$ cat src/rtl/alu_pkg.sv
// ---------------------------------------------------------------------------
// alu_pkg
// Shared definitions for the ALU sequencer:
//   - opcode encodings (5-bit decode table, register and immediate forms)
//   - op_en bit indices, one per execution unit (17 units)
//   - FSM state type and state constants
//   - helper to build a one-hot unit enable from a bit index
// ---------------------------------------------------------------------------
package alu_pkg;

    localparam int DEC_W   = 5;   // width of the decode table
    localparam int N_UNITS = 17;  // number of op_en bits
    localparam int CNT_W   = 4;   // execute-cycle down-counter width

    // op_en bit indices
    localparam int U_ADD  = 0;
    localparam int U_SUB  = 1;
    localparam int U_MUL  = 2;
    localparam int U_DIV  = 3;
    localparam int U_MOD  = 4;
    localparam int U_MAX  = 5;
    localparam int U_MIN  = 6;
    localparam int U_NOT  = 7;
    localparam int U_NAND = 8;
    localparam int U_XNOR = 9;
    localparam int U_SHL  = 10;
    localparam int U_SHRL = 11;
    localparam int U_ROL  = 12;
    localparam int U_ROR  = 13;
    localparam int U_SLT  = 14;
    localparam int U_BEQ  = 15;
    localparam int U_BLT  = 16;

    // Opcode encodings; *_I are the immediate forms (10010..10111)
    localparam logic [DEC_W-1:0] OPC_NOP    = 5'b00000;
    localparam logic [DEC_W-1:0] OPC_ADD    = 5'b00001;
    localparam logic [DEC_W-1:0] OPC_SUB    = 5'b00010;
    localparam logic [DEC_W-1:0] OPC_MUL    = 5'b00011;
    localparam logic [DEC_W-1:0] OPC_DIV    = 5'b00100;
    localparam logic [DEC_W-1:0] OPC_MOD    = 5'b00101;
    localparam logic [DEC_W-1:0] OPC_MAX    = 5'b00110;
    localparam logic [DEC_W-1:0] OPC_MIN    = 5'b00111;
    localparam logic [DEC_W-1:0] OPC_NOT    = 5'b01000;
    localparam logic [DEC_W-1:0] OPC_NAND   = 5'b01001;
    localparam logic [DEC_W-1:0] OPC_XNOR   = 5'b01010;
    localparam logic [DEC_W-1:0] OPC_SHL    = 5'b01011;
    localparam logic [DEC_W-1:0] OPC_SHRL   = 5'b01100;
    localparam logic [DEC_W-1:0] OPC_ROL    = 5'b01101;
    localparam logic [DEC_W-1:0] OPC_ROR    = 5'b01110;
    localparam logic [DEC_W-1:0] OPC_SLT    = 5'b01111;
    localparam logic [DEC_W-1:0] OPC_ADD_I  = 5'b10010;
    localparam logic [DEC_W-1:0] OPC_SUB_I  = 5'b10011;
    localparam logic [DEC_W-1:0] OPC_MUL_I  = 5'b10100;
    localparam logic [DEC_W-1:0] OPC_DIV_I  = 5'b10101;
    localparam logic [DEC_W-1:0] OPC_NAND_I = 5'b10110;
    localparam logic [DEC_W-1:0] OPC_XNOR_I = 5'b10111;
    localparam logic [DEC_W-1:0] OPC_BEQ    = 5'b11110;
    localparam logic [DEC_W-1:0] OPC_BLT    = 5'b11111;

    // FSM state: plain vector type with named constants
    typedef logic [0:0] state_t;
    localparam state_t ST_IDLE = 1'b0;
    localparam state_t ST_EXEC = 1'b1;

    function automatic logic [N_UNITS-1:0] unit_bit(input int idx);
        return N_UNITS'(1) << idx;
    endfunction

endpackage

$ cat src/rtl/alu_op_decode.sv
// ---------------------------------------------------------------------------
// alu_op_decode
// Purely combinational opcode decoder.
// Ports:
//   i_opcode  [4:0]  opcode to decode
//   o_op_en   [16:0] one-hot unit enable (all zero for NOP / unmapped)
//   o_is_imm         opcode is an immediate form (10010..10111)
//   o_multi          opcode needs the multi-cycle MUL/DIV/MOD latency
//   o_legal          opcode is mapped (00000 counts as a legal NOP)
// ---------------------------------------------------------------------------
module alu_op_decode
    import alu_pkg::*;
(
    input  logic [DEC_W-1:0]   i_opcode,
    output logic [N_UNITS-1:0] o_op_en,
    output logic               o_is_imm,
    output logic               o_multi,
    output logic               o_legal
);

    always_comb begin
        o_op_en = '0;
        o_multi = 1'b0;
        o_legal = 1'b1;
        case (i_opcode)
            OPC_NOP:               begin end
            OPC_ADD,  OPC_ADD_I:   o_op_en = unit_bit(U_ADD);
            OPC_SUB,  OPC_SUB_I:   o_op_en = unit_bit(U_SUB);
            OPC_MUL,  OPC_MUL_I:   begin o_op_en = unit_bit(U_MUL); o_multi = 1'b1; end
            OPC_DIV,  OPC_DIV_I:   begin o_op_en = unit_bit(U_DIV); o_multi = 1'b1; end
            OPC_MOD:               begin o_op_en = unit_bit(U_MOD); o_multi = 1'b1; end
            OPC_MAX:               o_op_en = unit_bit(U_MAX);
            OPC_MIN:               o_op_en = unit_bit(U_MIN);
            OPC_NOT:               o_op_en = unit_bit(U_NOT);
            OPC_NAND, OPC_NAND_I:  o_op_en = unit_bit(U_NAND);
            OPC_XNOR, OPC_XNOR_I:  o_op_en = unit_bit(U_XNOR);
            OPC_SHL:               o_op_en = unit_bit(U_SHL);
            OPC_SHRL:              o_op_en = unit_bit(U_SHRL);
            OPC_ROL:               o_op_en = unit_bit(U_ROL);
            OPC_ROR:               o_op_en = unit_bit(U_ROR);
            OPC_SLT:               o_op_en = unit_bit(U_SLT);
            OPC_BEQ:               o_op_en = unit_bit(U_BEQ);
            OPC_BLT:               o_op_en = unit_bit(U_BLT);
            default:               o_legal = 1'b0;
        endcase
        // The immediate forms occupy one contiguous code range.
        o_is_imm = (i_opcode >= OPC_ADD_I) && (i_opcode <= OPC_XNOR_I);
    end

endmodule

$ cat src/rtl/alu_sequencer.sv
// ---------------------------------------------------------------------------
// alu_sequencer
// Accepts one opcode at a time, decodes it and holds registered unit enables
// for the execute duration (1 cycle, or MULDIV_LAT cycles for MUL/DIV/MOD).
// Back-to-back single-cycle ops stream at one per cycle.
// Parameters:
//   OPCODE_W   opcode width (only 5 is supported by the decode table)
//   MULDIV_LAT execute cycles for MUL/DIV/MOD, 1..15
// Ports:
//   clk, rst    clock, asynchronous active-high reset
//   in_valid    opcode offered;   in_opcode  offered opcode
//   in_ready    opcode can be accepted this cycle
//   abort       cancel the operation in flight (ignored when idle)
//   op_en       one-hot unit enables (registered, zero when idle)
//   is_imm      current op is an immediate form (registered)
//   busy        executing;        done       pulse on final execute cycle
//   illegal_op  pulse with done for an unmapped opcode
// Build option: define ALU_SEQ_ILLEGAL_TRAP_EN to add the illegal_op port;
// without it unmapped opcodes are silent NOPs.
// ---------------------------------------------------------------------------
module alu_sequencer
    import alu_pkg::*;
#(
    parameter int OPCODE_W   = 5,
    parameter int MULDIV_LAT = 4
) (
    input  logic                clk,
    input  logic                rst,
    input  logic                in_valid,
    input  logic [OPCODE_W-1:0] in_opcode,
    output logic                in_ready,
    input  logic                abort,
    output logic [N_UNITS-1:0]  op_en,
    output logic                is_imm,
    output logic                busy,
    output logic                done
`ifdef ALU_SEQ_ILLEGAL_TRAP_EN
    ,
    output logic                illegal_op
`endif
);

    localparam logic [CNT_W-1:0] MULDIV_CNT = CNT_W'(MULDIV_LAT);

    state_t             r_state;
    logic [CNT_W-1:0]   r_cnt;     // execute cycles remaining, including current
    logic [N_UNITS-1:0] r_op_en;
    logic               r_is_imm;

    logic [DEC_W-1:0]   w_opcode;
    logic [N_UNITS-1:0] w_dec_en;
    logic               w_dec_imm;
    logic               w_dec_multi;
    logic               w_dec_legal;
    logic               w_exec;
    logic               w_last;
    logic               w_abort_exec;
    logic               w_accept;

    assign w_opcode = DEC_W'(in_opcode);

    alu_op_decode u_decode (
        .i_opcode (w_opcode),
        .o_op_en  (w_dec_en),
        .o_is_imm (w_dec_imm),
        .o_multi  (w_dec_multi),
        .o_legal  (w_dec_legal)
    );

    assign w_exec       = (r_state == ST_EXEC);
    assign w_last       = w_exec && (r_cnt == CNT_W'(1));
    assign w_abort_exec = w_exec && abort;

    // An abort on the final cycle both kills done and closes the accept
    // window, so in_ready can be expressed through done.
    assign done     = w_last && !abort;
    assign in_ready = !w_exec || done;
    assign w_accept = in_valid && in_ready;
    assign busy     = w_exec;
    assign op_en    = r_op_en;
    assign is_imm   = r_is_imm;

    always_ff @(posedge clk or posedge rst) begin
        if (rst) begin
            r_state  <= ST_IDLE;
            r_cnt    <= '0;
            r_op_en  <= '0;
            r_is_imm <= 1'b0;
        end else if (w_abort_exec) begin
            r_state  <= ST_IDLE;
            r_cnt    <= '0;
            r_op_en  <= '0;
            r_is_imm <= 1'b0;
        end else if (w_accept) begin
            r_state  <= ST_EXEC;
            r_cnt    <= w_dec_multi ? MULDIV_CNT : CNT_W'(1);
            r_op_en  <= w_dec_en;
            r_is_imm <= w_dec_imm;
        end else if (w_last) begin
            r_state  <= ST_IDLE;
            r_cnt    <= '0;
            r_op_en  <= '0;
            r_is_imm <= 1'b0;
        end else if (w_exec) begin
            r_cnt    <= r_cnt - CNT_W'(1);
        end
    end

`ifdef ALU_SEQ_ILLEGAL_TRAP_EN
    logic r_illegal;

    // Latched at acceptance; 00000 decodes as legal so it never traps.
    always_ff @(posedge clk or posedge rst) begin
        if (rst) begin
            r_illegal <= 1'b0;
        end else if (w_abort_exec) begin
            r_illegal <= 1'b0;
        end else if (w_accept) begin
            r_illegal <= !w_dec_legal;
        end else if (w_last) begin
            r_illegal <= 1'b0;
        end
    end

    assign illegal_op = done && r_illegal;
`else
    logic w_unused_legal;
    assign w_unused_legal = w_dec_legal;
`endif

endmodule

$ cat config.mk
export PLATFORM = sky130hd
export DESIGN_NAME = alu_sequencer
export DESIGN_NICKNAME = d
export VERILOG_FILES = /design/src/rtl/alu_pkg.sv /design/src/rtl/alu_op_decode.sv /design/src/rtl/alu_sequencer.sv
export SDC_FILE = /design/constraint.sdc
export NUM_CORES = 1
export LEC_CHECK = 0
export BUFFER_PORTS_ARGS = -buffer_cell sky130_fd_sc_hd__buf_4
export CORE_MARGIN = 3
export CORE_UTILIZATION = 40
export DETAILED_ROUTE_END_ITERATION = 7
export PLACE_DENSITY_LB_ADDON = 0.05
export SYNTH_ARGS = -nofsm -noshare
export SYNTH_HDL_FRONTEND = slang
export SYNTH_SLANG_ARGS = --single-unit
export TNS_END_PERCENT = 100
$ cat constraint.sdc
create_clock -name clk -period 1.7 [get_ports clk]
set_clock_uncertainty 0.1 [all_clocks]
set_input_delay 0.17 -clock clk [delete_from_list [all_inputs] [get_ports clk]]
set_output_delay 0.17 -clock clk [all_outputs]
set_load 0.01 [all_outputs]
Word-level counts from Yosys, hierarchy flattened
Index checks and enable logic that the tools add are counted.
Word-level totals
  register bits after elaboration: 23
  input port bits: 9
  output and inout bits: 21
Operators by class
  eq/ne operators: 24
  reductions and logical operators: 17
  multiplexer cells: 15
  add/subtract/negate cells: 1
  magnitude comparators: 2
Operators by type and width (number)
  17-bit case mux with 17 select lines: 1
  17-bit two-way mux: 3
  5-bit by 4-bit == test with 1-bit output, second input constant: 8
  5-bit == test, second input constant: 8
  5-bit by 3-bit == test with 1-bit output, second input constant: 4
  4-bit two-way mux: 4
  2-bit OR reduction: 6
  5-bit by 2-bit == test with 1-bit output, second input constant: 2
  1-bit two-way mux: 6
  5-bit by 1-bit == test with 1-bit output, second input constant: 1
  5-bit >= comparator, second input constant: 1
  5-bit <= comparator, second input constant: 1
  1-bit logical AND: 5
  5-bit OR reduction: 1
  4-bit by 1-bit == test with 1-bit output, second input constant: 1
  4-bit nonzero test: 1
  4-bit by 1-bit subtractor with 4-bit output, second input constant: 1
  3-bit two-way mux: 1
  3-bit nonzero test: 1
  1-bit zero test: 2
  1-bit logical OR: 1

Logic depth before layout (Yosys ltp)
Gate-level depths: netlist of the first run.
  depth in word-level cells: 7
  gate-level depth with buffers: 6

Hierarchy
A second synthesis of the first run with hierarchy kept.
Second synthesis, totals
  cells, all modules: 156
  area, all modules: 1519.0 sq um
Modules (own cells, without submodules)
  alu_sequencer: instances 1, area each 1196.1 sq um, cells each 110
  alu_op_decode: instances 1, area each 322.8 sq um, cells each 46

Worst setup path after synthesis of the first run
No wires, ideal clock.
  path kind: register to register
  start point: register r_cnt[1]
  end point: register r_is_imm, in the netlist is_imm
  path buffers: 1
  arrival time: 1.554 ns
  setup slack: -0.076 ns
  stages on the path, launching flop included: 7
  clock period less this slack: 1.776 ns
  path through: dfrtp_1 > inv_1 > ha_1 > nor3b_1 > o22ai_1 > buf_2 > a32o_1
Between the ends
  longest elaborated chain between the ends: 7
  elaborated cells on any way between the ends: 8
RTL lines
  start, declared: line alu_sequencer.sv:46  | logic [CNT_W-1:0] r_cnt;
  start signal, assigned: line alu_sequencer.sv:96  | r_cnt <= w_dec_multi ? MULDIV_CNT : CNT_W'(1);
  start signal, assigned: line alu_sequencer.sv:105  | r_cnt <= r_cnt - CNT_W'(1);
  4-bit by 1-bit == test with 1-bit output (*): line alu_sequencer.sv:71  | assign w_last = w_exec && (r_cnt == CNT_W'(1));
  1-bit logical AND (*): line alu_sequencer.sv:71
  1-bit logical AND: line alu_sequencer.sv:76  | assign done = w_last && !abort;
  1-bit logical OR: line alu_sequencer.sv:77  | assign in_ready = !w_exec || done;
  1-bit logical AND: line alu_sequencer.sv:78  | assign w_accept = in_valid && in_ready;
  1-bit two-way mux: line alu_sequencer.sv:94  | end else if (w_accept) begin
  1-bit two-way mux: line alu_sequencer.sv:89  | end else if (w_abort_exec) begin
  end signal, assigned: line alu_sequencer.sv:98  | r_is_imm <= w_dec_imm;
  end, declared: line alu_sequencer.sv:48  | logic r_is_imm;
Every way passes the cells marked *; elsewhere a longest branch is shown, timed or not.
A chain may end at the register's enable or synchronous reset.

Final worst setup path of the first run
  start point: register r_cnt[1]
  end point: output in_ready
Between the ends
  longest elaborated chain between the ends: 4
RTL lines
  4-bit by 1-bit == test with 1-bit output: line alu_sequencer.sv:71
  1-bit logical AND: line alu_sequencer.sv:71
  1-bit logical AND: line alu_sequencer.sv:76
  1-bit logical OR: line alu_sequencer.sv:77
  end, declared: line alu_sequencer.sv:31  | output logic in_ready,
Every way passes these cells.

==> flow_results.org, run 1 <==
** Clock tree
- Clock tree from TritonCTS :: yes
- The clock drives 23 sinks.
- Level count of the clock H-tree :: 1
- No sink is reached through more buffers than the 2 on the longest clock path.
- Clock root buffer :: sky130_fd_sc_hd__clkbuf_4
- Buffers inserted during clock tree synthesis total 3.
- The clock reaches the later pin of the worst-skew pair after 0.32 ns.
- Clock input transition at the sequential cells of the worst setup and hold paths :: 0.13 ns

** Setup path
- The worst setup path is captured at an output pin.
- Walking the worst path, the cells encountered are inv_2 > ha_4 > or4b_4 > nand2_2 > buf_6.
- Crit Path Max Fanout :: 3
- Data on the critical path arrives at its endpoint at 1.59 ns.
- Destination of the critical timing path :: in_ready
- Data required time of the critical path :: 1.43 ns
- Type of the setup path with the least slack :: register to output pin
- Origin of the worst setup path :: r_cnt[1]
- Critical-path cell with the highest stage delay :: sky130_fd_sc_hd__or4b_4
- Startpoint class of the critical path :: register
- In this run the critical register-to-register path is captured at op_en[7].
- Worst reg-to-reg setup slack :: -0.15 ns
- The worst register-to-register path has a depth of 7.
- Startpoint of the worst-slack reg-to-reg timing path :: r_cnt[1]
- Stage delay of the slowest cell on the critical path :: 0.47 ns

** Timing
- Fin worst setup slack :: -0.1569 ns
- Maximum clock rate :: 538.5 MHz
- Setup repair after global routing could not meet its margin everywhere.
- Final Hold Fails :: 0
- Final period demand of the worst path :: around 1.9 ns
- Setup total negative slack on the finished layout was measured at -2.464 ns.
- Total count of max-transition violations in the final report :: 0
- The final critical path takes up 109.2% of the cycle.
- Measured against its own limit, the worst slew margin works out to 74.38%.
- Slew at the pin closest to its max-slew limit :: about 0.38 ns
- Number of failing setup endpoints in the final timing report :: 21

** Synth
- Proportion of synthesized flip-flops having asynchronous set or reset :: 100.0%
- FF+latch count, synth :: 23
- The number of different library cells used by synthesis comes to 39.
- Synthesis produced a netlist with a net count of 120.
- Warnings from Yosys :: 0
- After technology mapping, the gate count stands at 109.
- Number of enable flip-flop cells after synthesis :: 0
- Combined area of all synthesized cells :: between 1000 and 1500 um2
- Sequential cells were found to cover between 40 and 50% of the synthesized design area.
- Among all flip-flop cells after synthesis, the most frequent one is sky130_fd_sc_hd__dfrtp_1.
- After synthesis, the mean cell area works out to 11.15 um2.

** Power
- VDD IR-drop max :: 0.0007530 V
- Pleak :: 0.7990 nW
- For this design the ratio of total power to cell area is 1246 nW/um2.
- After layout, the design draws a total of between 2 and 2.5 mW.

** Placed design
- During placement, the flow inserted port buffers numbering 29.
- Post-placement setup slack :: -0.1056 ns
- The congestion estimate from routability-driven global placement came to 0.7821.
- Summed over all nets, the half-perimeter wirelength after detailed placement is 2.165 mm.

** Die
- 30 I/O pins were placed.
- The die is approximately 61 um wide.
- Placement Rows :: 19
- From bottom edge to top edge, the die measures roughly 61 um.
- For this configuration, the core starts out at a cell density of 42.95%.
- The die covers ~3700 um2.
- Area of the core :: 2829 um2

** Global routing
- Entering global routing, the biggest net connects 24 pins.
- The initial antenna violation count was 0.
- For this run the aggregate overflow at the end of global routing stands at 0.
- Via count of the first global-routing pass :: 1051
- Global-route usage over all layers :: 17.50%
- The first global-routing pass estimated between 4 and 5 mm of wire.

** Cells and area
- Commonest non-fill, non-tap cells in the layout :: sky130_fd_sc_hd__buf_4, sky130_fd_sc_hd__dfrtp_1, sky130_fd_sc_hd__a32o_1
- Share of final-layout standard cells stronger than drive strength 1 :: 42.11%
- The repair_antennas step left the layout with diodes totalling 0.
- Most common cell after layout, fill and taps aside :: sky130_fd_sc_hd__buf_4
- Relative to the synthesized area, the layout overhead comes to 38.21%.
- Layout net count :: approximately 160

** Detailed routing
- Avg Vias per Cell :: 5.907
- For this run, design rule violations remaining after detail routing come to 0.
- In the final routed layout, each cell accounts on average for 16.46 um.
- The first detailed-routing pass ran for 6 iterations.
- For this block, the via count after detailed routing is 1081.
- DRC marker count from the first detailed-route iteration :: 30
- Detailed-route wire length :: 3.012 mm
- The detail route stage leaves a number of antenna-violating nets equal to 0.

** Outcome
- Status :: complete, but fails checks
- Violations in the final reports :: negative setup slack

** Min path
- Cell count of the worst hold path :: 3
- HP Class :: input pin to register

** Job
- Total of max-cap violations :: 0
state kept, by name, summed over array words and instances, names as in the netlist:
register / cells
busy: 1
is_imm: 1
op_en: 17
r_cnt: 4
cells by family (layout without fill, tap and decap cells):
family / count (synthesis) / in the layout / share of synthesized area (%)
buf+inv: 12 / 55 / 4.530
flops: 23 / 23 / 47.37
simple gates: 32 / 32 / 17.10
mux: 1 / 1 / 0.8239
xor+xnor: 1 / 1 / 0.7210
compound gates: 38 / 38 / 27.40
fa+ha+maj: 2 / 2 / 2.059
metrics by stage:
stage | instances | hold slack, ns | cell area [um2] | util, %
2_1_floorplan | 109 | 0.07192 | 1226 | -
5_1_grt | 183 | 0.09295 | 1679 | 59.35
6_report | 183 | 0.08736 | 1679 | 59.35
3_3_place_gp | 173 | 0.1365 | 1533 | 54.18
3_5_place_dp | 173 | 0.1390 | 1533 | 54.18
4_1_cts | 183 | 0.08094 | 1652 | 58.38
power breakdown:
group | total [mW] | switching (mW) | internal [mW]
combinational | 1.13 | 0.526 | 0.606
sequential | 0.696 | 0.0754 | 0.621
clock | 0.264 | 0.176 | 0.0882
total | 2.09 | 0.778 | 1.31
cells in the mapped netlist (all sizes together), types with 2 or more instances:
master	instances	share of area (%)
a22o	3	2.2
clkbuf	4	1.2
a32o	16	13
nor2b	6	3.1
dfrtp	23	47
nor3b	3	1.9
buf	4	2.1
a21boi	2	2.2
and2	2	1.0
nor2	5	1.5
a21o	2	1.2
nand2	3	0.93
or3b	2	1.4
or3	2	1.0
nand2b	3	1.5
a21oi	5	2.4
o21ai	2	0.82
ha	2	2.1
inv	4	1.2
area by class of cell:
| class | count | area (um2) |
|---|---|---|
| flip-flops and latches | 23 | 575.6 |
| repair buffers | 47 | 376.6 |
| well taps | 31 | 38.79 |
| clock buffers | 3 | 22.52 |
| fillers | 247 | 1150 |
| multi-input cells | 74 | 645.6 |
| clock inverters | 1 | 5.005 |
| inverters | 4 | 15.01 |
critical path, delay by kind of cell (launching register included):
kind	cells	cell delay [ns]
adder cells (fa/ha/maj)	1	0.13
buffers and inverters	2	0.18
flip-flops	1	0.41
AND/OR/NAND/NOR	2	0.55
routing by layer:
| layer | track usage (%) | vias to the layer above | share of wire [%] |
|---|---|---|---|
| li1 | - | 511 | - |
| met1 | 24.77 | 531 | 48 |
| met2 | 27.04 | 32 | 47 |
| met3 | 2.725 | 7 | 4.3 |
| met4 | 6.502 | 0 | 1.4 |
| met5 | 0 | - | 0 |
timing repair:
| action | 4_1_cts | 5_1_grt |
|---|---|---|
| setup buffers | 4 | 2 |
| endpoints found under the hold margin | 24 | 0 |
| hold buffers | 2 | 0 |
| gates resized for setup | 11 | 6 |
| cloned | 0 | 0 |
| setup endpoints to repair | 21 | 23 |
| pin swaps | 5 | 7 |
how the worst min path moves through the flow:
stage	start	to
4_1_cts	in_valid	busy
3_5_place_dp	rst	r_cnt[3]
5_1_grt	in_valid	busy
6_report	in_valid	busy
3_3_place_gp	rst	op_en[9]
2_1_floorplan	rst	busy
No activity file was read; power rests on OpenSTA's default activity.
==> run 2: changes to the inputs <==
- BUFFER_PORTS_ARGS: -buffer_cell sky130_fd_sc_hd__buf_4 -> not set
- DONT_BUFFER_PORTS: not set -> 1
==> flow_results.org, run 2 (same netlist as run 1, synthesis figures left out) <==
** Timing
- RSZ-0062 raised after global routing: yes (unchanged).
- Rel. slew slack :: 72.51% (was 74.38%)
- Total count of max-transition violations in the final report :: 0 (unchanged)
- The number of hold violations in the final report came to 0 (unchanged).
- Final period demand of the worst path :: 1.857 ns (about the same)
- Fin worst setup slack :: -0.1570 ns (was -0.1569 ns)
- Setup tns final :: -1.544 ns (was -2.464 ns)
- Number of failing setup endpoints in the final timing report :: 21 (unchanged)
- The worst hold margin is 0.006685 ns (was 0.08736 ns).
- The share of the clock period used by the worst path after layout is 109.2% (about the same).
- The transition time of the tightest slew-check pin is 0.4081 ns (was 0.3803 ns).
- Maximum clock rate :: 538.5 MHz (about the same)

** Min path
- The number of stages on the worst hold path is 3 (unchanged).
- The startpoint of the most critical hold path was in_valid (unchanged).
- Hold worst-path end :: r_cnt[2] (was busy)
- HP Class :: input pin to register (unchanged)

** Die
- The overall die area was 3734 um2 (unchanged).
- The vertical die dimension is 61.11 um (unchanged).
- Placement Rows :: 19 (unchanged)
- The core outline area was 2829 um2 (unchanged).
- Top-level port count :: 30 (unchanged)
- Starting utilization of the core area :: 42.95% (unchanged)
- Width of the die :: 61.11 um (unchanged)

** Clock tree
- Total CTS buffers :: 3 (unchanged)
- Clock tree from TritonCTS :: yes (unchanged)
- The CTS root buffer is sky130_fd_sc_hd__clkbuf_4 (unchanged).
- The clock edge transition at the registers on the reported setup and hold paths came to 0.13 ns (about the same).
- Clock sink count :: 23 (unchanged)
- Insertion delay of the later-clocked pin in the worst-skew pair :: 0.31 ns (was 0.32 ns)
- Level count of the clock H-tree :: 1 (unchanged)
- CTS Buffer Depth :: 2 (unchanged)

** Job
- The number of max-capacitance violations reported was 0 (unchanged).

** Setup path
- The origin of the worst setup path was r_cnt[1] (unchanged).
- Crit Path Max Fanout :: 4 (was 3)
- Data required time of the critical path :: 1.43 ns (about the same)
- The class of the most critical setup path is register to output pin (unchanged).
- Signal arrival time at the worst endpoint :: 1.59 ns (about the same)
- Startpoint class of the critical path :: register (unchanged)
- Endpoint of the worst-slack reg-to-reg timing path :: is_imm (was op_en[7])
- Kind of end point of the critical path :: output pin (unchanged)
- The launch instance of the worst register-to-register path is r_cnt[1] (unchanged).
- The logic depth of the worst register-to-register path was 6 (was 7).
- The internal reg-to-reg setup slack came to -0.10 ns (was -0.15 ns).

** Cells and area
- The post-layout utilization of the core came to 53.83% (was 59.35%).
- Post-route design area :: 1523 um2 (was 1679 um2)
- The number of nets in the final layout was 139 (was 164).
- The number of cells in the finished layout apart from fillers was 158 (was 183).
- Share of final-layout standard cells stronger than drive strength 1 :: 29.92% (was 42.11%)
- Flip-flop count of the largest register, all copies and words added :: 17 (unchanged)
- Commonest non-fill, non-tap cells in the layout :: sky130_fd_sc_hd__dfrtp_1, sky130_fd_sc_hd__a32o_1, sky130_fd_sc_hd__buf_4 (was sky130_fd_sc_hd__buf_4, sky130_fd_sc_hd__dfrtp_1, sky130_fd_sc_hd__a32o_1)
- Synthesis-to-finish area growth :: 25.33% (was 38.21%)
- Most common cell after layout, fill and taps aside :: sky130_fd_sc_hd__dfrtp_1 (was sky130_fd_sc_hd__buf_4)
- Final antenna diode count :: 0 (unchanged)

** Placed design
- Count of port buffers added during placement :: 0 (was 29)
- The worst slack at placement came to -0.2043 ns (was -0.1056 ns).
- Total placed cells including tap cells :: 142 (was 173)
- Instance area at placement :: 1313 um2 (was 1533 um2)
- The last weighted congestion value of the routability-driven placer was 0.7928 (was 0.7821).
- Estimated wirelength of the detail-placed design :: 2.153 mm (was 2.165 mm)

** Power
- The final total power is 2.135 mW (was 2.092 mW).
- The leakage dissipation was 0.6647 nW (was 0.7990 nW).
- Cell area power density :: 1402 nW/um2 (was 1246 nW/um2)
- The worst-case vdd ir drop was 0.0008657 V (was 0.0007530 V).

** Global routing
- Via count of the first global-routing pass :: 975 (was 1051)
- Wire length of the first global-routing pass :: 5.085 mm (was 4.823 mm)
- The largest net degree at the start of global routing came to 16 (was 24).
- The total routing usage reported by global routing was 18.68% (was 17.50%).
- Antenna violations before repair :: 0 (unchanged)
- The global-route congestion overflow total came to 0 (unchanged).

** Detailed routing
- DRC marker count from the first detailed-route iteration :: 31 (was 30)
- The mean number of vias per cell came to 6.342 (was 5.907).
- The average wire length per cell after detail routing came to 20.84 um (was 16.46 um).
- DRC errors left :: 0 (unchanged)
- Number of routed nets with antenna violations :: 0 (unchanged)
- Detailed-route wire length :: 3.292 mm (was 3.012 mm)
- Total via count after detailed routing :: 1002 (was 1081)
- The first-pass iteration count of the detailed router was 5 (was 6).

** Outcome
- Violations in the final reports :: negative setup slack (unchanged)
- Status :: complete, but fails checks (unchanged)
==> run 2: changes by cell type in the layout (fill, tap and decap cells not counted), moves of 2 or more <==
cell	change
sky130_fd_sc_hd__buf_6	-4
sky130_fd_sc_hd__o22ai_4	+2
sky130_fd_sc_hd__dlygate4sd3_1	+2
sky130_fd_sc_hd__buf_4	-26
==> run 2: layout make-up <==
type	instances	area (um2)
fillers	253	1306
multi-input cells	76	688.2
flip-flops and latches	23	576.8
repair buffers	20	176.4
well taps	31	38.79
clock buffers	3	22.52
inverters	4	15.01
clock inverters	1	5.005
==> run 2: layer usage <==
layer	up-vias	GRT usage (%)	part of all wire, %
met4	0	3.096	0.39
met2	23	27.34	44
met5	-	0	0
met1	510	26.83	49
met3	2	6.918	6.4
li1	467	-	-
==> run 2: power breakdown <==
part	switching (mW)	internal [mW]	total [mW]
Combinational	0.564	0.585	1.15
Sequential	0.105	0.623	0.727
Clock	0.170	0.0879	0.258
==> run 2: worst max-delay path, cell delays in order, from the launching register on <==
cell and delay [ns]:
sky130_fd_sc_hd__dfrtp_1 0.42, sky130_fd_sc_hd__inv_2 0.08, sky130_fd_sc_hd__ha_4 0.13, sky130_fd_sc_hd__or4b_4 0.53, sky130_fd_sc_hd__nand2_4 0.11
==> run 2: worst max-delay path by stage <==
stage | slack, ns | endpoint | cells past startpoint
detailed placement | -0.20 | r_cnt[3] | 5
finish | -0.16 | in_ready | 4
floorplan | -0.01 | is_imm | 6
global placement | -0.09 | op_en[15] | 5
global route | -0.22 | in_ready | 4
CTS | -0.18 | in_ready | 4
==> run 2: what timing repair did <==
action,CTS,global route
resized for setup,11,6
hold buffers,3,1
pin swaps,10,6
endpoints found under the setup margin,23,24
setup buffers,4,3
endpoints found under the hold margin,25,1
cloned,1,1
==> run 3: changes to the inputs <==
--- a/constraint.sdc
+++ b/constraint.sdc
@@ -4,2 +4,2 @@
 set_output_delay 0.17 -clock clk [all_outputs]
-set_load 0.01 [all_outputs]
+set_load 0.02 [all_outputs]
==> flow_results.org, run 3 (same netlist as run 1, synthesis figures left out) <==
** Outcome
- Status: complete, but fails checks (unchanged).
- Violations in the final reports: negative setup slack (unchanged).

** Placed design
- The last weighted congestion value of the routability-driven placer is 0.8368 (was 0.7928).
- The total instance count after detailed placement is 144 (was 142).
- The post-place instance area was 1328 um2 (was 1313 um2).
- The final HPWL from detailed placement came to 2.088 mm (was 2.153 mm).
- The worst slack at placement is -0.1668 ns (was -0.2043 ns).
- Count of port buffers added during placement :: 0 (unchanged)

** Clock tree
- Insertion delay of the later-clocked pin in the worst-skew pair :: 0.31 ns (about the same)
- The clock edge transition at the registers on the reported setup and hold paths came to 0.14 ns (was 0.13 ns).
- Clock root buffer :: sky130_fd_sc_hd__clkbuf_4 (unchanged)
- Level count of the clock H-tree :: 1 (unchanged)
- Total CTS buffers :: 3 (unchanged)
- The clock tree from TritonCTS was yes (unchanged).
- CTS Buffer Depth :: 2 (unchanged)
- Clock sink count :: 23 (unchanged)

** Power
- Part of the total power dissipated in combinational logic :: 52.3% (was 53.8%)
- Pleak :: 0.6570 nW (was 0.6647 nW)
- Cell area power density :: 1375 nW/um2 (was 1402 nW/um2)
- Psw :: 0.8025 mW (was 0.8392 mW)
- The worst-case vdd ir drop is 0.0008059 V (was 0.0008657 V).
- Power after layout :: 2.051 mW (was 2.135 mW)
- The proportion of power drawn by the clock network is 12.7% (was 12.1%).
- The share of total power in sequential cells came to 35.0% (was 34.1%).
- The switching power share of the total came to 39.13% (was 39.31%).
- The internal power summed over all cells is 1.249 mW (was 1.296 mW).

** Die
- The site row count came to 19 (unchanged).
- Width of the die :: 61.11 um (unchanged)
- The number of primary I/O pins is 30 (unchanged).
- Starting utilization of the core area :: 42.95% (unchanged)
- Chip Height :: 61.11 um (unchanged)
- Die Outline Area :: 3734 um2 (unchanged)
- The core outline area was 2829 um2 (unchanged).

** Detailed routing
- The sum of met3 wire segment lengths after detailed routing came to 174 um (was 210 um).
- The first-pass iteration count of the detailed router came to 5 (unchanged).
- Post-route met1 wirelength :: 1.412 mm (was 1.629 mm)
- Number of routed nets with antenna violations :: 0 (unchanged)
- The number of design-rule violations left by the first detailed-router iteration came to 28 (was 31).
- Routed wirelength normalized by instance count :: 19.24 um (was 20.84 um)
- The highest metal layer with signal wires is met4 (unchanged).
- Avg Vias per Cell :: 6.142 (was 6.342)
- DRC errors left :: 0 (unchanged)
- The amount of wire on met2 after detailed routing is 1.378 mm (was 1.438 mm).
- Detailed-route wire length :: 2.982 mm (was 3.292 mm)
- Total via count after detailed routing :: 952 (was 1002)

** Timing
- The transition time of the tightest slew-check pin is 0.4133 ns (was 0.4081 ns).
- Final period demand of the worst path :: 1.854 ns (was 1.857 ns)
- Final Hold Fails :: 0 (unchanged)
- Fin worst setup slack :: -0.1537 ns (was -0.1570 ns)
- RSZ-0062 raised after global routing: yes (unchanged).
- Rel. slew slack :: 72.16% (was 72.51%)
- The share of the clock period used by the worst path after layout came to 109.0% (was 109.2%).
- Setup tns final :: -2.004 ns (was -1.544 ns)
- The number of max-slew violations in the final report came to 0 (unchanged).
- Maximum clock rate :: 539.5 MHz (was 538.5 MHz)
- The total of endpoints with negative setup slack in the final report is 20 (was 21).

** Setup path
- The timing endpoint of the critical path is in_ready (unchanged).
- The kind of start point of the critical path is a register (unchanged).
- Cell count of the worst reg-to-reg path :: 5 (was 6)
- Data required time of the critical path :: 1.43 ns (about the same)
- The launch instance of the worst register-to-register path is r_cnt[1] (unchanged).
- The class of the most critical setup path is register to output pin (unchanged).
- The sort of element at the end of the critical path is an output pin (unchanged).
- Origin of the worst setup path :: r_cnt[1] (unchanged)
- The maximum fanout encountered on the critical timing path came to 4 (unchanged).
- The endpoint arrival time on the critical path came to 1.58 ns (was 1.59 ns).
- Endpoint of the worst-slack reg-to-reg timing path :: op_en[13] (was is_imm)
- The internal reg-to-reg setup slack is -0.14 ns (was -0.10 ns).

** Cells and area
- Post-route design area :: 1491 um2 (was 1523 um2)
- The final antenna diode count came to 0 (unchanged).
- Layout net count :: 136 (was 139)
- Commonest non-fill, non-tap cells in the layout :: sky130_fd_sc_hd__dfrtp_1, sky130_fd_sc_hd__a32o_1, sky130_fd_sc_hd__buf_4 (unchanged)
- The flip-flop count of the largest register, all copies and words added was 17 (unchanged).
- Most common cell after layout, fill and taps aside :: sky130_fd_sc_hd__dfrtp_1 (unchanged)
- Share of final-layout standard cells stronger than drive strength 1 :: 27.42% (was 29.92%)
- The number of cells in the finished layout apart from fillers is 155 (was 158).
- The synthesis-to-finish area growth was 22.76% (was 25.33%).

** Global routing
- The initial antenna violation count is 0 (unchanged).
- Via count of the first global-routing pass :: 906 (was 975)
- Maximum number of pins on one net before global-route repair :: 23 (was 16)
- The total routing usage reported by global routing is 17.09% (was 18.68%).
- The global-route congestion overflow total is 0 (unchanged).
- The global-route wire length before repair is 4.678 mm (was 5.085 mm).

** Min path
- HP Class :: input pin to async pin (was input pin to register)

** Job
- Total of max-cap violations :: 0 (unchanged)
[run 3: changes by cell type in the layout (fill, tap and decap cells not counted), sizes merged]
| cell | change |
|---|---|
| buf | -1 |
| o22ai | -2 |
[run 3: metal layers]
layer  track usage (%)  up-vias
met5                 0        -
met4             4.644        0
met3             4.612        2
met2             23.56       24
met1             25.97      473
li1                  -      453
[run 3: cell type report]
cell class                      instances  area, um2
Sequential cell                        23      575.6
Clock inverter                          1      5.005
Fill cell                             243       1338
Tap cell                               31      38.79
Multi-Input combinational cell         74      653.1
Timing Repair Buffer                   19      181.4
Inverter                                4      15.01
Clock buffer                            3      22.52
[run 3: repair_timing]
item / 4_1_cts / 5_1_grt
setup endpoints to repair: 23 / 23
hold buffers: 3 / 1
gates resized for setup: 9 / 5
buffers inserted: 2 / 2
hold endpoints to repair: 25 / 1
pin swaps: 4 / 1
[run 3: metrics by stage]
stage / hold WS, ns / util [%]
2_1_floorplan: 0.07192 / -
3_3_place_gp: -0.1895 / 46.93
3_5_place_dp: -0.1879 / 46.93
4_1_cts: 0.001626 / 50.77
5_1_grt: 0.01110 / 52.72
6_report: 0.02026 / 52.72
[run 3: worst min path at each step]
stage / cells after the start / to
after CTS: 3 / r_cnt[2]
after global routing: 2 / r_cnt[3]
after detailed placement: 1 / r_cnt[3]
after global placement: 1 / r_cnt[3]
after floorplan: 1 / busy
final: 2 / r_cnt[3]
[run 3: worst max-delay path, stage by stage (launching register included)]
cell and delay, ns:
sky130_fd_sc_hd__dfrtp_1 0.42, sky130_fd_sc_hd__inv_2 0.08, sky130_fd_sc_hd__ha_4 0.13, sky130_fd_sc_hd__or4b_4 0.52, sky130_fd_sc_hd__nand2_4 0.12
[run 3: power groups by stage]
stage          logic [mW]  clock network (mW)  registers [mW]
4_1_cts             0.956               0.269           0.719
6_report             1.07               0.260           0.718
3_3_place_gp        0.818                   0           0.714
2_1_floorplan       0.534                   0           0.730
3_5_place_dp        0.837                   0           0.716
5_1_grt              1.16               0.298           0.731
